File: src/rtl/mem_test_pkg.sv
// Shared constants for the dual-port RAM self-test engine: pattern modes,
// FSM state encoding and the supported read-latency range.
package mem_test_pkg;

    localparam logic [1:0] MODE_ADDR  = 2'b00;
    localparam logic [1:0] MODE_CHECK = 2'b01;
    localparam logic [1:0] MODE_WALK  = 2'b10;
    localparam logic [1:0] MODE_INV   = 2'b11;

    localparam int RD_LAT_MIN = 1;
    localparam int RD_LAT_MAX = 2;

    typedef enum logic [2:0] {
        S_IDLE,
        S_WRITE,
        S_VERIFY,
        S_DRAIN,
        S_DONE
    } state_e;

endpackage

File: src/rtl/mem_test_pattern_gen.sv
// Combinational test pattern for a given address and mode.
module mem_test_pattern_gen
    import mem_test_pkg::*;
#(
    parameter int DATA_WIDTH = 16,
    parameter int ADDR_WIDTH = 10
) (
    input  logic [ADDR_WIDTH-1:0] addr,
    input  logic [1:0]            mode,
    output logic [DATA_WIDTH-1:0] pat
);

    logic [DATA_WIDTH-1:0] base;

    always_comb begin
        // Address zero-extended or truncated to the word width.
        for (int i = 0; i < DATA_WIDTH; i++) begin
            base[i] = (i < ADDR_WIDTH) ? addr[i % ADDR_WIDTH] : 1'b0;
        end
        pat = '0;
        case (mode)
            MODE_ADDR: pat = base;
            MODE_CHECK: begin
                for (int i = 0; i < DATA_WIDTH; i++) begin
                    pat[i] = (i % 2 == 0) ? addr[0] : ~addr[0];
                end
            end
            MODE_WALK: pat = DATA_WIDTH'(1) << (32'(addr) % DATA_WIDTH);
            default:   pat = ~base;
        endcase
    end

endmodule

File: src/rtl/mem_bist_dualport.sv
// Dual-port RAM self-test: writes a pattern through port A, reads every word
// back on both ports and counts mismatches.
module mem_bist_dualport
    import mem_test_pkg::*;
#(
    parameter int DATA_WIDTH    = 16,
    parameter int ADDR_WIDTH    = 10,
    parameter int RD_LATENCY    = 1,
    parameter int ERR_CNT_WIDTH = 16
) (
    input  logic                     clock,
    input  logic                     reset,
    input  logic                     start,
    input  logic [1:0]               mode,
    output logic                     busy,
    output logic                     done,
    output logic                     pass,
    output logic [ERR_CNT_WIDTH-1:0] err_count,
    output logic [ADDR_WIDTH-1:0]    first_err_addr,
    output logic                     err_valid,
    output logic                     we_a,
    output logic [ADDR_WIDTH-1:0]    addr_a,
    output logic [DATA_WIDTH-1:0]    wdata_a,
    output logic [ADDR_WIDTH-1:0]    addr_b,
    input  logic [DATA_WIDTH-1:0]    rdata_a,
    input  logic [DATA_WIDTH-1:0]    rdata_b
);

    localparam int RL = (RD_LATENCY < RD_LAT_MIN) ? RD_LAT_MIN :
                        (RD_LATENCY > RD_LAT_MAX) ? RD_LAT_MAX : RD_LATENCY;
    localparam logic [ADDR_WIDTH-1:0] LAST_ADDR = '1;

    state_e                        state_q, state_d;
    logic [ADDR_WIDTH-1:0]         addr_q, addr_d;
    logic [1:0]                    mode_q, mode_d;
    logic [1:0]                    drain_q, drain_d;
    logic [RL-1:0]                 pvld_q, pvld_d;
    logic [RL-1:0][ADDR_WIDTH-1:0] padr_q, padr_d;
    logic [ERR_CNT_WIDTH-1:0]      err_cnt_q, err_cnt_d;
    logic [ADDR_WIDTH-1:0]         ferr_q, ferr_d;
    logic                          errv_q, errv_d;
    logic                          pass_q, pass_d;
    logic                          busy_q, busy_d;
    logic                          done_q, done_d;

    logic [DATA_WIDTH-1:0]         pat_wr, pat_cmp;
    logic [1:0]                    miss;
    logic [ERR_CNT_WIDTH:0]        sum;

    mem_test_pattern_gen #(.DATA_WIDTH(DATA_WIDTH), .ADDR_WIDTH(ADDR_WIDTH)) u_pat_wr (
        .addr (addr_q),
        .mode (mode_q),
        .pat  (pat_wr)
    );

    mem_test_pattern_gen #(.DATA_WIDTH(DATA_WIDTH), .ADDR_WIDTH(ADDR_WIDTH)) u_pat_cmp (
        .addr (padr_q[RL-1]),
        .mode (mode_q),
        .pat  (pat_cmp)
    );

    assign miss = 2'(rdata_a != pat_cmp) + 2'(rdata_b != pat_cmp);
    assign sum  = {1'b0, err_cnt_q} + (ERR_CNT_WIDTH+1)'(miss);

    always_comb begin
        state_d   = state_q;
        addr_d    = addr_q;
        mode_d    = mode_q;
        drain_d   = drain_q;
        err_cnt_d = err_cnt_q;
        ferr_d    = ferr_q;
        errv_d    = errv_q;
        pass_d    = pass_q;

        // Read tags travel alongside the RAM latency so the head lines up with rdata.
        pvld_d[0] = (state_q == S_VERIFY);
        padr_d[0] = addr_q;
        for (int i = 1; i < RL; i++) begin
            pvld_d[i] = pvld_q[i-1];
            padr_d[i] = padr_q[i-1];
        end

        if (pvld_q[RL-1] && (miss != 2'd0)) begin
            err_cnt_d = sum[ERR_CNT_WIDTH] ? '1 : sum[ERR_CNT_WIDTH-1:0];
            if (!errv_q) begin
                errv_d = 1'b1;
                ferr_d = padr_q[RL-1];
            end
        end

        case (state_q)
            S_IDLE: begin
                if (start) begin
                    mode_d    = mode;
                    err_cnt_d = '0;
                    errv_d    = 1'b0;
                    ferr_d    = '0;
                    pass_d    = 1'b0;
                    addr_d    = '0;
                    state_d   = S_WRITE;
                end
            end
            S_WRITE: begin
                if (addr_q == LAST_ADDR) begin
                    addr_d  = '0;
                    state_d = S_VERIFY;
                end else begin
                    addr_d = addr_q + ADDR_WIDTH'(1);
                end
            end
            S_VERIFY: begin
                if (addr_q == LAST_ADDR) begin
                    addr_d  = '0;
                    drain_d = 2'd0;
                    state_d = S_DRAIN;
                end else begin
                    addr_d = addr_q + ADDR_WIDTH'(1);
                end
            end
            S_DRAIN: begin
                // The last DRAIN cycle carries the final compare, so pass sees it.
                if (drain_q == 2'(RL-1)) begin
                    pass_d  = (err_cnt_d == '0);
                    state_d = S_DONE;
                end else begin
                    drain_d = drain_q + 2'd1;
                end
            end
            default: state_d = S_IDLE;
        endcase

        busy_d = (state_d == S_WRITE) || (state_d == S_VERIFY) || (state_d == S_DRAIN);
        done_d = (state_d == S_DONE);
    end

    always_ff @(posedge clock) begin
        if (reset) begin
            state_q   <= S_IDLE;
            addr_q    <= '0;
            mode_q    <= 2'd0;
            drain_q   <= 2'd0;
            pvld_q    <= '0;
            padr_q    <= '0;
            err_cnt_q <= '0;
            ferr_q    <= '0;
            errv_q    <= 1'b0;
            pass_q    <= 1'b0;
            busy_q    <= 1'b0;
            done_q    <= 1'b0;
        end else begin
            state_q   <= state_d;
            addr_q    <= addr_d;
            mode_q    <= mode_d;
            drain_q   <= drain_d;
            pvld_q    <= pvld_d;
            padr_q    <= padr_d;
            err_cnt_q <= err_cnt_d;
            ferr_q    <= ferr_d;
            errv_q    <= errv_d;
            pass_q    <= pass_d;
            busy_q    <= busy_d;
            done_q    <= done_d;
        end
    end

    assign busy           = busy_q;
    assign done           = done_q;
    assign pass           = pass_q;
    assign err_count      = err_cnt_q;
    assign first_err_addr = ferr_q;
    assign err_valid      = errv_q;
    assign we_a           = (state_q == S_WRITE);
    assign addr_a         = ((state_q == S_WRITE) || (state_q == S_VERIFY)) ? addr_q : '0;
    assign addr_b         = (state_q == S_VERIFY) ? addr_q : '0;
    assign wdata_a        = (state_q == S_WRITE) ? pat_wr : '0;

endmodule

File: config.mk
export PLATFORM = sky130hd
export DESIGN_NAME = mem_bist_dualport
export DESIGN_NICKNAME = d
export VERILOG_FILES = /design/src/rtl/mem_test_pkg.sv /design/src/rtl/mem_test_pattern_gen.sv /design/src/rtl/mem_bist_dualport.sv
export SDC_FILE = /design/constraint.sdc
export NUM_CORES = 1
export LEC_CHECK = 0
export BUFFER_PORTS_ARGS = -buffer_cell sky130_fd_sc_hd__buf_2
export CAP_MARGIN = 20
export CELL_PAD_IN_SITES_DETAIL_PLACEMENT = 1
export CELL_PAD_IN_SITES_GLOBAL_PLACEMENT = 2
export CORE_MARGIN = 2
export CORE_UTILIZATION = 27
export DETAILED_ROUTE_END_ITERATION = 6
export GPL_TIMING_DRIVEN = 0
export PLACE_DENSITY = 0.75
export SYNTH_ARGS = -nofsm -noshare
export SYNTH_HDL_FRONTEND = slang
export SYNTH_SLANG_ARGS = --single-unit
File: constraint.sdc
create_clock -name clock -period 4.5 [get_ports clock]
set_clock_uncertainty 0.15 [all_clocks]
set_input_delay 0.675 -clock clock [delete_from_list [all_inputs] [get_ports clock]]
set_output_delay 0.675 -clock clock [all_outputs]
set_load 0.02 [all_outputs]
**After elaboration in Yosys (flattened, before gate mapping)**

Cells that the tools add are included.

- Add/subtract/negate cells: 4
- Eq/ne operators: 16
- Shift operators: 2
- Mux-type cells: 30
- Bitwise logic cells: 4
- Reduce and logical (&&, ||, !) cells: 17

Operators by type and width:

| cell | count |
|---|---|
| case mux 16 bit (3 select lines) | 2 |
| 2-to-1 mux 10 bit | 8 |
| 2-to-1 mux 16 bit | 5 |
| inequality test 16 bit | 2 |
| NOT 10 -> 16 bit | 2 |
| left shift 1 x 4 -> 16 bit, first input constant | 2 |
| case mux 10 bit (2 select lines) | 1 |
| adder 16 x 2 -> 17 bit | 1 |
| zero test 16 bit | 1 |
| == test 3 x 2 -> 1 bit, second input constant | 4 |
| 2-to-1 mux 3 bit | 4 |
| case mux 3 bit (4 select lines) | 1 |
| adder 10 x 1 -> 10 bit, second input constant | 1 |
| == test 10 bit, second input constant | 1 |
| nonzero test 2 bit | 4 |
| == test 3 x 1 -> 1 bit, second input constant | 2 |
| inequality test 2 bit, second input constant | 3 |
| AND reduction 3 bit | 2 |
| 2-to-1 mux 1 bit | 5 |
| zero test 2 bit | 2 |
| 2-to-1 mux 2 bit | 2 |
| case mux 2 bit (2 select lines) | 1 |
| AND reduction 2 bit | 2 |
| == test 3 bit, second input constant | 1 |
| 11 further kinds | 14 |

- Flip-flop bits (word level): 58
- Input bits: 37
- Output and inout bits: 67
- Logic and storage cells: 85

**Longest topological paths before layout**

Gate-level depths: netlist of the first run.

- Depth after elaboration: 10
- Depth in mapped cells: 18
- Mapped depth without buffers: 16

**Hierarchy**

A second synthesis of the first run with hierarchy kept.

- Cells, all modules: 524
- Area total of the unflattened synthesis: 4140.2 µm²

Modules (own cells, without submodules):

| module | times used | cells each | area each (µm²) | seq. area each (µm²) |
|---|---|---|---|---|
| mem_bist_dualport | 1 | 386 | 3271.9 | 1161.1 |
| mem_test_pattern_gen | 2 | 69 | 434.2 | 0.0 |

**Worst setup path before layout of the first run**

Ideal clock, no wire load.

- Path type: register -> register
- Start: register mode_q[1]
- End: register pass_q, in the netlist pass
- Library setup time: 87 ps
- Data arrival time: 4067 ps
- Required time: 4263 ps
- Slack: 196 ps
- Stages on the path, launching flop included: 16
- Buffers on the path: 1
- Period minus slack after synthesis: 4304 ps
- Cell sequence: dfxtp_1 buf_2 or4b_2 o211ai_1 xnor2_1 nand2_1 or4_1 or3_1 ha_1 ha_1 a21oi_1 nor4b_2 and4_1 nand2_1 mux2_1 o31ai_1

- Cells in the longest elaborated chain, start to end: 10
- Elaborated cells between the ends (all ways): 15
- Those cells by class: 2 x add/sub; 4 x eq/ne; 5 x mux; 4 x reduce/logical

RTL lines:

| what | RTL line | RTL |
|---|---|---|
| start, declared | mem_bist_dualport.sv:35 | `logic [1:0] mode_q, mode_d;` |
| start signal, assigned | mem_bist_dualport.sv:153 | `mode_q <= mode_d;` |
| == test 2 bit (tied with other cells) | mem_test_pattern_gen.sv:21 | `case (mode)` |
| case mux 16 bit (3 select lines) (*) | mem_test_pattern_gen.sv:21 |  |
| inequality test 16 bit | mem_bist_dualport.sv:62 | `assign miss = 2'(rdata_a != pat_cmp) + 2'(rdata_b != pat_cmp);` |
| adder 1 x 1 -> 2 bit (*) | mem_bist_dualport.sv:62 |  |
| adder 16 x 2 -> 17 bit or nonzero test 2 bit (tied branches) | mem_bist_dualport.sv:63, mem_bist_dualport.sv:83 |  |
| 2-to-1 mux 16 bit or logical AND 1 bit (tied branches) | mem_bist_dualport.sv:84, mem_bist_dualport.sv:83 |  |
| 2-to-1 mux 16 bit (*) | mem_bist_dualport.sv:83 | `if (pvld_q[RL-1] && (miss != 2'd0)) begin` |
| zero test 16 bit (*) | mem_bist_dualport.sv:123 | `pass_d = (err_cnt_d == '0);` |
| 2-to-1 mux 1 bit (*) | mem_bist_dualport.sv:122 | `if (drain_q == 2'(RL-1)) begin` |
| case mux 1 bit (2 select lines) (*) | mem_bist_dualport.sv:91 | `case (state_q)` |
| end signal, assigned | mem_bist_dualport.sv:160 | `pass_q <= pass_d;` |
| end, declared | mem_bist_dualport.sv:42 | `logic pass_q, pass_d;` |

Mark *: on every way between the ends. The rest lies on a longest branch, timed or not. The select of a mux whose other input is x is not followed.
A chain may end at the register's enable or synchronous reset.

**Final worst setup path of the first run**

Same ends and word-level chain as after synthesis.

==> results of run 1 <==
## cells by family after synthesis
kind of cell             count (synthesis)
AND/OR/NAND/NOR                        248
AO/OA/AOI/OAI                          116
flip-flops                              58
buffers and inverters                   54
XOR/XNOR                                40
multiplexers                            19
adder cells (fa/ha/maj)                 13
## per-stage QoR
stage | instances | utilization, %
floorplan | 548 | -
global placement | 839 | 32.5
detailed placement | 840 | 32.6
CTS | 866 | 36.3
global route | 876 | 37.8
finish | 876 | 37.8
## worst paths after layout
path,slack [ns],startpoint,to,depth (start not counted)
worst max-delay path,0.12,mode_q[1],pass,23
worst min-delay path,0.32,drain_q[1],drain_q[1],2
worst max register to register,0.12,mode_q[1],pass,23
worst min register to register,0.32,drain_q[1],drain_q[1],2
## critical path, cell delays in order, from the launching register on
cell      delay [ns]
dfxtp_2         0.32
buf_6           0.11
or4b_4          0.45
o211ai_1        0.17
buf_4           0.15
buf_4           0.10
buf_4           0.09
xnor2_1         0.10
o21ai_1         0.10
nor4_2          0.27
buf_4           0.16
buf_4           0.10
buf_4           0.09
nand3_2         0.09
ha_4            0.21
ha_4            0.27
a21oi_4         0.08
nor4b_4         0.33
buf_4           0.17
buf_4           0.12
o211ai_1        0.08
o31ai_1         0.10
nand4_1         0.20
o31ai_2         0.26
## power breakdown
part	leakage, µW	switching, µW	internal (µW)
combinational	0.00169	138	88.4
sequential	0.000471	4.86	520
clock	0.000169	242	571
total	0.00233	385	1180
## synthesized netlist by cell type (all sizes together), types with 5 or more instances
master	instances
a211oi	12
a21oi	41
and2	15
and3	15
buf	13
clkbuf	23
dfxtp	58
ha	11
inv	18
mux2i	18
nand2	39
nand2b	12
nand3	17
nand4	5
nor2	63
nor2b	11
nor3	28
nor4	6
nor4b	5
o211ai	6
o21ai	22
xnor2	18
xor2	22
## sequential cells by signal, indices dropped and copies added (netlist names)
| register | flops |
|---|---|
| addr_q | 10 |
| busy | 1 |
| done | 1 |
| drain_q | 2 |
| err_count | 16 |
| err_valid | 1 |
| first_err_addr | 10 |
| mode_q | 2 |
| padr_q | 10 |
| pass | 1 |
| pvld_q | 1 |
| state_q | 3 |
## layer usage
metal | share of wire, % | wire length (µm)
met2 | 49 | 7590
met1 | 47 | 7290
met4 | 0.78 | 120
met3 | 3.1 | 473
met5 | 0 | 0
## cell type report
class	count	area (µm²)	share of cell area [%]
plain buffers	36	174	3.04
clock buffers	12	256	4.48
clock inverters	4	97.6	1.70
inverters	18	67.6	1.18
multi-input cells	436	3060	53.4
flip-flops and latches	58	1170	20.4
well taps	188	235	4.11
repair buffers	124	671	11.7
## what timing repair did
action / CTS / global route
gates resized for setup: 25 / 48
setup buffers: 10 / 10
setup endpoints to repair: 14 / 9
pin swaps: 11 / 21
hold buffers: 0 / 0
==> out/results.ini, run 1 <==
[power_and_ir_drop]
power_density_nw_per_um2 = 273
power_uw = 1560
cellLeakagePower_uw = 0.00233
vdd_ir_drop_max_v = 0.000168

[synthesis]
avgSynthCellArea_um2 = 7.63
yosysWarningCount = 0
synthArstFlopShare_pct = 0
synth-adder-area-share_pct = 4.01
synth_top_cell_area_share_pct = 27.8
yosys.area.top_type = dfxtp_1
synth_cell_types = 67
synth_edf_count = 0
synth_mux_area_share_pct = 4.58
synth_xor_area_share_pct = 8.38
synth_compound_area_share_pct = 18.3
yosys.area_share.simple_pct = 31.8
synth.area.top_cells = dfxtp_1 28%, nor2_1 5.7%, a21oi_1 4.8%
syn-cell-area_um2 = 4180
synth_nets = 597
synth_top_flop_cell = dfxtp_1
ys_seq_area_share_pct = 27.8
yosys_register_bits = 58
synth_top_family_by_area = simple AND/OR/NAND/NOR gates
syn-instance-count = 548

[cells_and_area]
fillCellCount = 1858
layout_common_cells = 107 x buf_2, 63 x nor2_1, 53 x dfxtp_1, 38 x nand2_1, 37 x a21oi_1
area_growth_pct = 37.1
n_antenna_cell = 0
finalInstanceArea_um2 = 5730
nNetsFinal = 732
drive_above_1_share_pct = 29.9
mostFrequentLayoutCell = buf_2

[sta]
drv_slew = 0
finalSetupViolCount = 0
holdWs_ns = 0.318
max_freq_mhz = 228
fin_crit_ns = 4.38
worst_pin_slew_ns = 1.07
tns_ns = 0
fin_ws_ns = 0.117
slew_headroom_pct = 28.3
hold_violations = 0
period_share_pct = 97.4

[place]
gp_congestion = 0.838
place_hpwl_mm = 11.5
place_area_um2 = 4930
pre_cts_slack_ns = -0.753
io_buffers = 103

[detailed_routing]
routed_via_density = 5.15
drt-total-wl_mm = 15.5
vias = 4508
drt-initial-drc-count = 176
ant_nets = 0
wl_per_cell_um = 17.7
dr.pass1.iters = 4
drc_errors = 0

[critical_path]
worstSetupStartpointType = flop
critPathMaxFanout = 5
critPathKind = flop to flop
end_kind = flop
worstPathRequired_ns = 4.59
cp_data_arrival_time_ns = 4.47

[clocking]
cts_num_sinks = 58
cts_tree = yes
cts_buffers = 9
cts.clk_slew.worst_paths_ns = 0.06
clockBufferDepth = 2
cts-root-buf = clkbuf_16
clk_latency_ns = 0.33
cts_max_level = 3

[die]
dieArea_um2 = 16500
die_w_um = 128
initial_core_util_pct = 27.6
coreArea_um2 = 15100
fp.dieH_um = 128
io_pins = 104
rows = 45

[grt]
grt_pass1_wl_mm = 24.5
grt_max_degree = 11
use_met1_pct = 24.9
grtUsageTotal_pct = 18.7
use_met3_pct = 3.74
antenna_found_initial = 0
grt_pass1_vias = 4628
overflow = 0
grt.busiest_layer = met2
use_met2_pct = 31.4

[flow_run]
max_cap_viol_count = 0

[hold_path]
hold_path.class = flop to flop

[outcome]
outcome = completed

Power figures use the tool's default switching activity.
==> run 2, diff against run 1 <==
--- a/config.mk
+++ b/config.mk
@@ -10,10 +10,11 @@
 export CELL_PAD_IN_SITES_DETAIL_PLACEMENT = 1
 export CELL_PAD_IN_SITES_GLOBAL_PLACEMENT = 2
 export CORE_MARGIN = 2
-export CORE_UTILIZATION = 27
+export CORE_UTILIZATION = 28
 export DETAILED_ROUTE_END_ITERATION = 6
 export GPL_TIMING_DRIVEN = 0
-export PLACE_DENSITY = 0.75
+export PLACE_DENSITY = 0.77
 export SYNTH_ARGS = -nofsm -noshare
 export SYNTH_HDL_FRONTEND = slang
+export SYNTH_HIERARCHICAL = 1
 export SYNTH_SLANG_ARGS = --single-unit
==> run 2 against run 1 <==
Register-to-register slack gained 0.08 ns; largest power group unchanged; synthesized cell count shrank 4.4%; critical path depth shrank 6; synthesized area shrank 0.93%; non-clock buffer count shrank 18; final cell count shrank 4.9%; flip-flop and latch count is the same; fmax grew 1.9%; first-iteration DRC count shrank 4.5%; wire length shrank 11%.
==> out/results.ini, run 2 <==
[power_and_ir_drop]
vdd_ir_drop_max_v = 0.000165  ; -2.1%
internal-power_uw = 1110  ; -6.1%
combinationalPowerShare_pct = 14.9  ; +0.4 points
p_sw_uw = 396  ; +2.6%
p_sw_share_pct = 26.3  ; +1.7 points
seq_power_share_pct = 35.3  ; +1.8 points
power_density_nw_per_um2 = 273  ; -0.21%
cellLeakagePower_uw = 0.00239  ; +2.3%
p_clk_share_pct = 49.8  ; -2.2 points

[die]
fp.dieH_um = 126  ; -2.2%
initial_core_util_pct = 28.6  ; +1.0 points
die_w_um = 126  ; -2.2%
io_pins = 104  ; unchanged
dieArea_um2 = 15800  ; -4.3%
coreArea_um2 = 14500  ; -4.4%
rows = 44  ; -2.2%

[place]
dp.cells = 810  ; -3.6%
place_area_um2 = 4880  ; -1.1%
gp_congestion = 0.812  ; -3.1%
place_hpwl_mm = 10.3  ; -10%
io_buffers = 102  ; -0.97%

[outcome]
outcome = completed

[detailed_routing]
ant_nets = 0  ; unchanged
wl_per_cell_um = 16.6  ; -6.2%
dr.pass1.iters = 4  ; unchanged
drt-total-wl_mm = 13.8  ; -11%
drc_errors = 0  ; unchanged
routed_via_density = 5.12  ; -0.53%
vias = 4264  ; -5.4%
drt-initial-drc-count = 168  ; -4.5%

[clocking]
cts_max_level = 3  ; unchanged
clk_latency_ns = 0.33  ; about the same
cts.clk_slew.worst_paths_ns = 0.05  ; about the same
postCtsHoldBufs = 0  ; unchanged
cts-root-buf = clkbuf_16
cts_num_sinks = 58  ; unchanged
cts_tree = yes
clockBufferDepth = 2  ; unchanged
cts_buffers = 9  ; unchanged

[grt]
grt_pass1_vias = 4268  ; -7.8%
overflow = 0  ; unchanged
antenna_found_initial = 0  ; unchanged
grtUsageTotal_pct = 17.1  ; -1.5 points
grt_pass1_wl_mm = 22.2  ; -9.4%
grt_max_degree = 17  ; +6

[sta]
holdWs_ns = 0.316  ; -0.00227 ns
finalSetupViolCount = 0  ; unchanged
slew_headroom_pct = 35.5  ; +7.3 points
fin_crit_ns = 4.30  ; -0.0829 ns
period_share_pct = 95.6  ; -1.8 points
tns_ns = 0  ; unchanged
hold_violations = 0  ; unchanged
worst_pin_slew_ns = 0.965  ; -0.107 ns
max_freq_mhz = 233  ; +1.9%
drv_slew = 0  ; unchanged

[critical_path]
worstPathRequired_ns = 4.61  ; +0.02 ns
worstSetupStartpointType = flop
critPathKind = flop to flop
crit_chain = buf_6 -> nor3b_4 -> a32oi_1 -> a21oi_2 -> xor2_1 -> nor4_2 -> and4_1 -> ha_4 -> ha_4 -> inv_1 -> fa_2 -> nand3b_4 -> nor4_4 -> mux2i_1 -> nand4_1 -> or4_4 -> o21ai_2
cp_data_arrival_time_ns = 4.41  ; -0.06 ns
rrSetupSlack_ns = 0.20  ; +0.08 ns
rr_worst_depth = 17  ; -26%
critPathMaxFanout = 8  ; +3
crit_path_frequent_cell = ha_4
r2r-end = pass
r2r-start = padr_q[2]
end_kind = flop
cpMaxStageDelayCell = or4_4
critPathMaxStageDelay_ns = 0.45  ; about the same

[synthesis]
synth_edf_count = 0  ; unchanged
synth_most_common_cell = dfxtp_1
synthArstFlopShare_pct = 0  ; unchanged
synth_nets = 568  ; -4.9%
syn-instance-count = 524  ; -4.4%
yosys_register_bits = 58  ; unchanged
synth_top_cell_area_share_pct = 28.0  ; +0.26 points
synth_commonest_cells = 58 x dfxtp_1, 54 x a21oi_1, 42 x xor2_1, 40 x nor2_1, 33 x nand2_1
yosys.area.top_type = dfxtp_1
synth_top_flop_cell = dfxtp_1
synth.area.top_cells = dfxtp_1 28%, xor2_1 8.9%, a21oi_1 6.5%
yosysWarningCount = 6  ; +6
synth_cell_types = 64  ; -4.5%
avgSynthCellArea_um2 = 7.90  ; +3.6%
ys_seq_area_share_pct = 28.0  ; +0.26 points
syn-cell-area_um2 = 4140  ; -0.93%

[cells_and_area]
finalInstanceArea_um2 = 5520  ; -3.7%
postLayoutCoreUtil_pct = 38.1  ; +0.27 points
fillCellCount = 1763  ; -5.1%
n_antenna_cell = 0  ; unchanged
drive_above_1_share_pct = 32.8  ; +2.9 points
nNetsFinal = 688  ; -6.0%
largest_reg_flops = 16  ; unchanged
final_cells = 833  ; -4.9%
layout_common_cells = 109 x buf_2, 53 x dfxtp_1, 44 x a21oi_1, 41 x xor2_1, 38 x nor2_1
area_growth_pct = 33.2
mostFrequentLayoutCell = buf_2

[hold_path]
hp-start = padr_q[2]
hold_path.class = flop to flop
hold-path-endpoint = first_err_addr[2]
hold_depth = 2  ; unchanged

[flow_run]
max_cap_viol_count = 0  ; unchanged

run 2: worst max path at each step:
stage | startpoint | end | slack, ns | depth (start not counted)
finish | padr_q[2] | pass | 0.20 | 17
global route | padr_q[2] | pass | -0.06 | 19
CTS | mode_q[0] | pass | 0.02 | 17
detailed placement | mode_q[0] | pass | -0.60 | 17
global placement | mode_q[0] | pass | -0.53 | 16
floorplan | mode_q[0] | pass | 0.27 | 18
run 2: logic make-up (layout without fill, tap and decap cells):
kind of cell	count (synthesis)	count (layout)	synth area share, %
xor+xnor	48	48	10.2
mux	6	6	1.45
buf+inv	51	176	6.20
fa+ha+maj	7	7	2.30
compound gates	124	124	18.9
simple gates	230	230	32.9
flops	58	58	28.0
run 2: power groups by stage:
stage	registers (µW)	logic (µW)	clock network, µW
finish	531	224	748
global route	532	248	788
CTS	531	207	763
detailed placement	542	201	0
global placement	542	195	0
floorplan	538	137	0
run 2: what timing repair did:
item	CTS	global route
setup endpoints to repair	11	3
setup buffers	0	7
gates cloned	0	0
resized for setup	16	45
pin swaps	1	16
run 2: layout make-up:
| cell class | instances | area, µm² | share of cell area [%] |
|---|---|---|---|
| inverter | 18 | 67.6 | 1.23 |
| tap | 184 | 230 | 4.17 |
| multi-input combinational | 415 | 2940 | 53.3 |
| clock inverter | 6 | 90.1 | 1.63 |
| timing repair buffer | 109 | 564 | 10.2 |
| sequential | 58 | 1170 | 21.3 |
| buffer | 33 | 211 | 3.83 |
| clock buffer | 10 | 239 | 4.33 |
run 2: critical path, delay by kind of cell, from the launching register on:
kind	cells	cell delay, ns
xor gates and xnor gates	1	0.10
adders and majority gates	3	0.62
AOI/OAI and AO/OA	3	0.50
muxes	1	0.27
buffers and inverters	2	0.18
DFF	1	0.33
and+or+nand+nor	7	2.06
run 2: metrics by stage:
stage | worst slack [ns] | total power (µW)
after detailed placement | -0.602 | 743
after floorplan | 0.274 | 674
after global placement | -0.535 | 738
after CTS | 0.0186 | 1500
final | 0.200 | 1500
after global routing | -0.0555 | 1570
run 2: metal layers:
metal	track usage, %	wire length (µm)	up-vias
met1	22.7	6560	2064
met2	28.6	6540	86
met3	3.81	588	13
li1	-	-	2101
met4	3.40	119	0
met5	0	0	-
